==> src/rtl/vram_frame_scanner.sv <==
// vram_frame_scanner: turns VGA timing counters into 1-bpp frame BRAM reads,
// colours the returned pixel and advances the animation frame on vsync.
// Both the rgb and the sync outputs trail the input counters by two pixel ticks.
module vram_frame_scanner #(
  parameter int          X_OFFSET    = 64,
  parameter int          Y_OFFSET    = 48,
  parameter int          SCALE_SHIFT = 2,
  parameter int          NUM_FRAMES  = 10,
  parameter int          FRAME_HOLD  = 6,
  parameter logic [11:0] FG_COLOR    = 12'hFFF,
  parameter logic [11:0] INK_COLOR   = 12'h000,
  parameter logic [11:0] BG_COLOR    = 12'h00F
) (
  input  logic                  i_clk,
  input  logic                  i_reset,
  input  logic                  i_pixel_tick,
  input  logic [9:0]            i_h_count,
  input  logic [9:0]            i_v_count,
  input  logic                  i_video_on_in,
  input  logic                  i_hsync_in,
  input  logic                  i_vsync_in,
  input  logic                  i_anim_enable,
  input  logic [NUM_FRAMES-1:0] i_pixel_vals,
  output logic [13:0]           o_address,
  output logic                  o_read_enable,
  output logic [3:0]            o_frame_sel,
  output logic [11:0]           o_rgb,
  output logic                  o_hsync_out,
  output logic                  o_vsync_out,
  output logic                  o_video_on_out
);

  localparam int          HOLD_W    = (FRAME_HOLD > 1) ? $clog2(FRAME_HOLD) : 1;
  localparam logic [10:0] WIN_W     = 11'(128 << SCALE_SHIFT);
  localparam logic [10:0] WIN_H     = 11'(96 << SCALE_SHIFT);
  localparam logic [9:0]  X_OFF     = 10'(X_OFFSET);
  localparam logic [9:0]  Y_OFF     = 10'(Y_OFFSET);
  localparam logic [HOLD_W-1:0] HOLD_LAST = HOLD_W'(FRAME_HOLD - 1);
  localparam logic [3:0]  FSEL_LAST = 4'(NUM_FRAMES - 1);

  // stage 1 registers
  logic [13:0]       r_address;
  logic              r_read_enable;
  logic              r_s1_win;
  logic              r_s1_von;
  logic              r_s1_hs;
  logic              r_s1_vs;
  // stage 2 registers
  logic [11:0]       r_rgb;
  logic              r_hsync_out;
  logic              r_vsync_out;
  logic              r_video_on_out;
  // animation registers
  logic              r_vs_prev;
  logic [HOLD_W-1:0] r_hold_cnt;
  logic [3:0]        r_frame_sel;

  logic [9:0]        w_dx;
  logic [9:0]        w_dy;
  logic [6:0]        w_col;
  logic [6:0]        w_row;
  logic              w_in_win;
  logic [15:0]       w_pix_ext;
  logic              w_pix_sel;
  logic [11:0]       w_rgb_next;
  logic              w_vs_start;
  logic [HOLD_W-1:0] w_hold_next;
  logic [3:0]        w_fsel_next;

  // Window offsets; the >= guard keeps a wrapped subtraction from hitting the window.
  assign w_dx     = i_h_count - X_OFF;
  assign w_dy     = i_v_count - Y_OFF;
  assign w_in_win = i_video_on_in
                  & (i_h_count >= X_OFF) & ({1'b0, w_dx} < WIN_W)
                  & (i_v_count >= Y_OFF) & ({1'b0, w_dy} < WIN_H);
  assign w_col    = 7'(w_dx >> SCALE_SHIFT);
  assign w_row    = 7'(w_dy >> SCALE_SHIFT);

  // Zero-extend the frame bits to 16 so any 4-bit select stays in range.
  always_comb begin
    w_pix_ext                 = 16'h0000;
    w_pix_ext[NUM_FRAMES-1:0] = i_pixel_vals;
  end
  assign w_pix_sel = w_pix_ext[r_frame_sel];

  // Colour selection for the pixel captured one tick earlier.
  always_comb begin
    w_rgb_next = 12'h000;
    if (!r_s1_von) begin
      w_rgb_next = 12'h000;
    end else if (r_s1_win) begin
      w_rgb_next = w_pix_sel ? FG_COLOR : INK_COLOR;
    end else begin
      w_rgb_next = BG_COLOR;
    end
  end

  assign w_vs_start = ~i_vsync_in & r_vs_prev;

  // Hold counter and frame index advance only on vsync starts while animating.
  always_comb begin
    w_hold_next = r_hold_cnt;
    w_fsel_next = r_frame_sel;
    if (w_vs_start && i_anim_enable) begin
      if (r_hold_cnt >= HOLD_LAST) begin
        w_hold_next = {HOLD_W{1'b0}};
        if (r_frame_sel >= FSEL_LAST) begin
          w_fsel_next = 4'd0;
        end else begin
          w_fsel_next = r_frame_sel + 4'd1;
        end
      end else begin
        w_hold_next = r_hold_cnt + HOLD_W'(1);
      end
    end else begin
      w_hold_next = r_hold_cnt;
      w_fsel_next = r_frame_sel;
    end
  end

  // Stage 1: issue the BRAM read and carry the timing flags forward.
  always_ff @(posedge i_clk or posedge i_reset) begin
    if (i_reset) begin
      r_address     <= 14'd0;
      r_read_enable <= 1'b0;
      r_s1_win      <= 1'b0;
      r_s1_von      <= 1'b0;
      r_s1_hs       <= 1'b1;
      r_s1_vs       <= 1'b1;
    end else if (i_pixel_tick) begin
      r_address     <= w_in_win ? {w_row, w_col} : 14'd0;
      r_read_enable <= w_in_win;
      r_s1_win      <= w_in_win;
      r_s1_von      <= i_video_on_in;
      r_s1_hs       <= i_hsync_in;
      r_s1_vs       <= i_vsync_in;
    end
  end

  // Stage 2: register colour and syncs, aligned with the BRAM data.
  always_ff @(posedge i_clk or posedge i_reset) begin
    if (i_reset) begin
      r_rgb          <= 12'h000;
      r_hsync_out    <= 1'b1;
      r_vsync_out    <= 1'b1;
      r_video_on_out <= 1'b0;
    end else if (i_pixel_tick) begin
      r_rgb          <= w_rgb_next;
      r_hsync_out    <= r_s1_hs;
      r_vsync_out    <= r_s1_vs;
      r_video_on_out <= r_s1_von;
    end
  end

  // Animation state: vsync edge detector, hold counter and frame index.
  always_ff @(posedge i_clk or posedge i_reset) begin
    if (i_reset) begin
      r_vs_prev   <= 1'b1;
      r_hold_cnt  <= {HOLD_W{1'b0}};
      r_frame_sel <= 4'd0;
    end else if (i_pixel_tick) begin
      r_vs_prev   <= i_vsync_in;
      r_hold_cnt  <= w_hold_next;
      r_frame_sel <= w_fsel_next;
    end
  end

  assign o_address      = r_address;
  assign o_read_enable  = r_read_enable;
  assign o_frame_sel    = r_frame_sel;
  assign o_rgb          = r_rgb;
  assign o_hsync_out    = r_hsync_out;
  assign o_vsync_out    = r_vsync_out;
  assign o_video_on_out = r_video_on_out;

endmodule

==> config.mk <==
export PLATFORM = sky130hd
export DESIGN_NAME = vram_frame_scanner
export DESIGN_NICKNAME = d
export VERILOG_FILES = /design/src/rtl/vram_frame_scanner.sv
export SDC_FILE = /design/constraint.sdc
export NUM_CORES = 1
export LEC_CHECK = 0
export BUFFER_PORTS_ARGS = -buffer_cell sky130_fd_sc_hd__buf_2
export CAP_MARGIN = 20
export CORE_MARGIN = 5
export CORE_UTILIZATION = 27
export CTS_BUF_LIST = sky130_fd_sc_hd__clkbuf_4
export CTS_CLUSTER_SIZE = 24
export DETAILED_ROUTE_END_ITERATION = 7
export SYNTH_ARGS = -nofsm -noshare
export SYNTH_HDL_FRONTEND = slang
export SYNTH_SLANG_ARGS = --single-unit
==> constraint.sdc <==
create_clock -name i_clk -period 2.05 [get_ports i_clk]
set_input_delay 0.3075 -clock i_clk [delete_from_list [all_inputs] [get_ports i_clk]]
set_output_delay 0.3075 -clock i_clk [all_outputs]
set_load 0.02 [all_outputs]
# After elaboration in Yosys (flattened, before gate mapping)
# Cells that the tools add are included.
# totals
regBits,40
memories,0
latch_bits,0
ramBits,0
inputBits,37
elab_cells,39
output_inout_bits,34
romBits,0
# op_classes
muxes,8
shift,0
addsub,4
reduce_logical,3
eq_ne,0
bitwise_logic,6
div,0
magnitude_cmp,7
n_mul,0
# op_table
operator,n
$mux W12,3
$mux W14,1
$ge A10 B6 Y1 const B,1
$ge A10 B7 Y1 const B,1
$lt A10 B10 Y1 const B,1
$lt A10 B9 Y1 const B,1
$sub A10 B6 Y10 const B,1
$sub A10 B7 Y10 const B,1
$and A1 B1 Y1,5
$lt A4 B5 Y1 const B,1
$add A4 B1 Y4 const B,1
$bmux W1 S4,1
$ge A4 B4 Y1 const B,1
$mux W4,1
$add A3 B1 Y3 const B,1
$ge A3 B3 Y1 const B,1
$mux W3,1
$reduce_and A3 Y1,1
$reduce_and A2 Y1,1
$logic_and A1 B1 Y1,1
$mux W1,1
$not A1 Y1,1

# Longest topological paths before layout
# logic_depth
word_depth,6
depth_mapped,6
mapped_depth_nobuf,6

# Worst setup path after synthesis
# OpenSTA, ideal clock, no wires.
# synth_timing
path_type,flip-flop to flip-flop
start,"reg r_frame_sel[0], in the netlist o_frame_sel[0]"
end,"reg r_rgb[3], in the netlist o_rgb[3]"
n_path_buf,1
t_required_ps,1916
setup_ps,134
period_less_slack_ps,1722
arrival_time_ps,1588
slack_ps,328
path_stages_with_launch,6
cell_sequence,dfrtp_1 buf_2 mux4_2 nand2b_1 a31oi_1 a21oi_1
# synth_via
elab_chain_cells,5
# synth_lines
item,line,rtl
start: declaration,56,logic [3:0] r_frame_sel;
start signal: assignment,164,r_frame_sel <= w_fsel_next;
$bmux W1 S4,84,assign w_pix_sel = w_pix_ext[r_frame_sel];
$mux W1 (implied by the code),84,
$mux W12,92,w_rgb_next = w_pix_sel ? FG_COLOR : INK_COLOR;
$mux W12,91,end else if (r_s1_win) begin
$mux W12,89,if (!r_s1_von) begin
end signal: assignment,148,r_rgb <= w_rgb_next;
end: declaration,49,logic [11:0] r_rgb;
# Every way passes these cells. The select of a mux whose other input is x is not followed.
# A chain may end at the register's enable or synchronous reset.

# Worst setup path in the final report
# layout_timing
start,reg r_hold_cnt[0]
end,"reg r_frame_sel[1], in the netlist o_frame_sel[1]"
# layout_via
elab_chain_cells,2
# layout_lines
item,line,rtl
start: declaration,55,logic [HOLD_W-1:0] r_hold_cnt;
start signal: assignment,159,r_hold_cnt <= {HOLD_W{1'b0}};
start signal: assignment,163,r_hold_cnt <= w_hold_next;
$ge A3 B3 Y1,105,if (r_hold_cnt >= HOLD_LAST) begin
$reduce_and A3 Y1 (no source line),-,
# Every way passes these cells.

==> results by group <==
Timing
  – Remaining max-slew budget at the tightest pin: 69.9%
  – Final setup TNS: 0 ps
  – Worst setup skew after layout: 6.16 ps
  – Clock period minus final worst setup slack: 1590 ps
  – Highest attainable clock frequency: 630 MHz
  – Final number of hold-violating endpoints: 0
  – Count of endpoints failing setup in the final report: 0
  – Final max-slew violation count: 0
  – Period Utilization, post-route: 77.4%
  – Slew at the pin closest to its max-slew limit: 452 ps
  – Hold Worst Slack: 38.2 ps
  – RSZ-0062 raised after global routing: no

Die
  – Count of standard-cell rows: 29
  – Core Area: 6390 µm²
  – Height of the chip: 91.2 µm
  – Starting density of the core: 27.9%
  – Die extent in x: 91.2 µm
  – Die Area: 8320 µm²
  – Count of boundary I/O pins: 71

Yosys
  – Syn nets: 213
  – Ys Warns: 0
  – Netlist area before placement: 1780 µm²
  – Fraction of registers with async set/reset: 100%
  – Post-synth EDFFs: 0
  – Number of standard cells after synthesis: 168
  – Most used flip-flop cell after synthesis: sky130_fd_sc_hd__dfrtp_1
  – Post-Synthesis Mean Instance Area: 10.6 µm²
  – Synth cell types: 41
  – Sequential share of the synthesized area: 42.4%
  – Post-synthesis sequential element count: 30

Setup path
  – Critical path's slowest cell: sky130_fd_sc_hd__dfrtp_1
  – Worst path arrival time: 1850 ps
  – CP startpoint kind: flip-flop
  – Reg2Reg Capture Point: o_frame_sel[1]
  – Internal reg-to-reg setup slack: 460 ps
  – Crit Path Category: flip-flop to flip-flop
  – Data required, critical path: 2310 ps
  – Sequence of cells on the critical path: ha_1, o31ai_1, nor2_1, o311a_1, a21oi_1
  – Number of buffers and inverters on the critical path: 0
  – Launch instance of the worst register-to-register path: r_hold_cnt[0]
  – Worst R2R Path Depth: 5
  – Nature of the critical path endpoint: flip-flop
  – Crit-path max FO: 6
  – Maximum single-stage delay on the critical path: 450 ps
  – Crit-path leading delay family: compound AO/OA/AOI/OAI gates

Power and ir drop
  – IR drop worst, VDD: 0.381 mV
  – Leakage power: 0.00111 µW
  – Power density over cell area: 777 nW/µm²

Layout
  – Relative area change from synthesis to final layout: 26.0%
  – Area of the multi-input gates: 790 µm²
  – Share of layout cells above drive strength 1: 45.1%
  – Sequential cell area: 756 µm²
  – NumNets Final: 277
  – Share of the core filled with cells in the final layout: 35.1%
  – Antenna diode count: 0
  – Fill cells: 655

Run status
  – Status: complete, no violations

Run
  – Max-cap violations: 0

Clock network
  – Number of buffers on the longest clock path: 2
  – Root buf cell: sky130_fd_sc_hd__clkbuf_4
  – Clock Pin Slew Worst Setup and Hold Paths: 100 ps
  – PostCTS Resize Cnt: 0
  – CTS tree: built
  – Count of hold-fix buffers inserted at cts: 0
  – Clk Latency, worst-skew pair: 330 ps
  – Number of buffers inserted by post-CTS setup repair: 0
  – Number of levels the H-tree was split into: 2
  – CTS buffer count: 5
  – Number of sinks handled by clock tree synthesis: 30

Placement
  – Final weighted congestion in routability-driven placement: 0.734
  – PortBufs: 68
  – Detail Placement HPWL: 3130 µm

Routing
  – Final WL: 4060 µm
  – Wire per inst: 13.1 µm
  – Antenna violation net count after detailed routing: 0
  – Vias per std cell: 4.57
  – DRC errors left: 0
  – DR pass1 iterations: 3
  – Number of vias after detailed routing: 1,416
  – Initial DRC count: 32

Global routing
  – Initial antenna violation count: 0
  – Vias in the first global route: 1,470
  – Overflow left after global routing: 0
  – Maximum number of pins on one net before global-route repair: 31
  – Total track usage: 10.2%
  – Wire length of the first global-routing pass: 7010 µm

Worst hold path
  – Class of the tightest hold or removal check: primary input to asynchronous set/reset pin
worst reg2reg max path, cell delays in order, from the launching register on:
cell and delay, ps:
sky130_fd_sc_hd__dfrtp_1 450, sky130_fd_sc_hd__ha_1 240, sky130_fd_sc_hd__o31ai_1 340, sky130_fd_sc_hd__nor2_1 180
sky130_fd_sc_hd__o311a_1 200, sky130_fd_sc_hd__a21oi_1 130
sequential cells by signal (all words and copies together) (netlist names):
name,flops
r_s1_hs,1
r_s1_win,1
r_s1_von,1
o_vsync_out,1
o_address,14
o_video_on_out,1
r_vs_prev,1
r_hold_cnt,3
o_frame_sel,4
o_rgb,2
o_hsync_out,1
how the worst max path moves through the flow:
stage	start	end	slack, ps	depth (start not counted)
floorplan	o_frame_sel[0]	o_rgb[3]	330	5
global route	r_hold_cnt[1]	o_frame_sel[1]	290	6
CTS	r_hold_cnt[0]	o_frame_sel[1]	460	5
finish	r_hold_cnt[0]	o_frame_sel[1]	460	5
detailed placement	i_v_count[4]	o_address[12]	250	6
global placement	i_v_count[4]	o_address[13]	270	6
layout make-up:
type                            instances  share of cell area, %
Multi-Input combinational cell         90                   35.2
Sequential cell                        30                   33.7
Tap cell                               77                   4.29
Clock inverter                          3                   2.84
Clock buffer                            5                   1.67
Inverter                               31                   5.18
Timing Repair Buffer                   74                   17.2
through the flow:
step,total power (µW),cell area [µm²],setup WS [ps],instances
finish,1750,2240,463,310
global route,1850,2240,290,310
global placement,1160,2140,269,302
floorplan,1060,1780,328,168
detailed placement,1170,2140,252,302
CTS,1780,2240,455,310
where the power goes:
group	total [µW]	switching (µW)	internal, µW	leakage [µW]
Sequential	720	60.0	660	0.000391
Clock	590	214	376	0.0000528
Combinational	436	254	182	0.000665
Total	1750	528	1220	0.00111
routing by layer:
layer	vias up	GRT usage [%]	share of wire, %
li1	705	-	-
met1	661	12.4	43
met2	43	16.3	47
met3	7	3.97	7.4
met4	0	4.03	2.3
met5	-	0	0
placed cells by master (no fill, tap or decap), drive strengths merged, types with 2 or more instances in the layout:
| cell type | n |
|---|---|
| a21oi | 5 |
| buf | 74 |
| bufinv | 2 |
| clkbuf | 5 |
| dfrtp | 26 |
| dfstp | 4 |
| ha | 8 |
| inv | 31 |
| mux2 | 6 |
| mux2i | 4 |
| nand2 | 5 |
| nand2b | 2 |
| nand3 | 3 |
| nor2 | 9 |
| nor3 | 4 |
| o21ai | 3 |
| o31ai | 3 |
| o32ai | 14 |
| xnor2 | 5 |
| xor2 | 2 |
Yosys cell counts, drive strengths merged (2+ instances only):
cell type,n,area [µm²]
inv,31,116
nand3,3,15.0
xor2,2,17.5
o21ai,3,15.0
dfstp,4,105
o32ai,14,190
mux2,6,67.6
ha,8,100
mux2i,4,40.0
xnor2,5,43.8
nor2,9,33.8
a21oi,5,25.0
buf,16,116
nand2b,2,12.5
nor3,4,25.0
nand2,5,18.8
dfrtp,26,651
o31ai,3,22.5
logic make-up after synthesis:
| kind of cell | synth area share (%) |
|---|---|
| AO/OA/AOI/OAI | 20.1 |
| XOR/XNOR | 3.44 |
| adder cells (fa/ha/maj) | 5.62 |
| buffers and inverters | 13.3 |
| flip-flops | 42.4 |
| multiplexers | 7.30 |
| AND/OR/NAND/NOR | 7.86 |
Power figures use the tool's default switching activity.
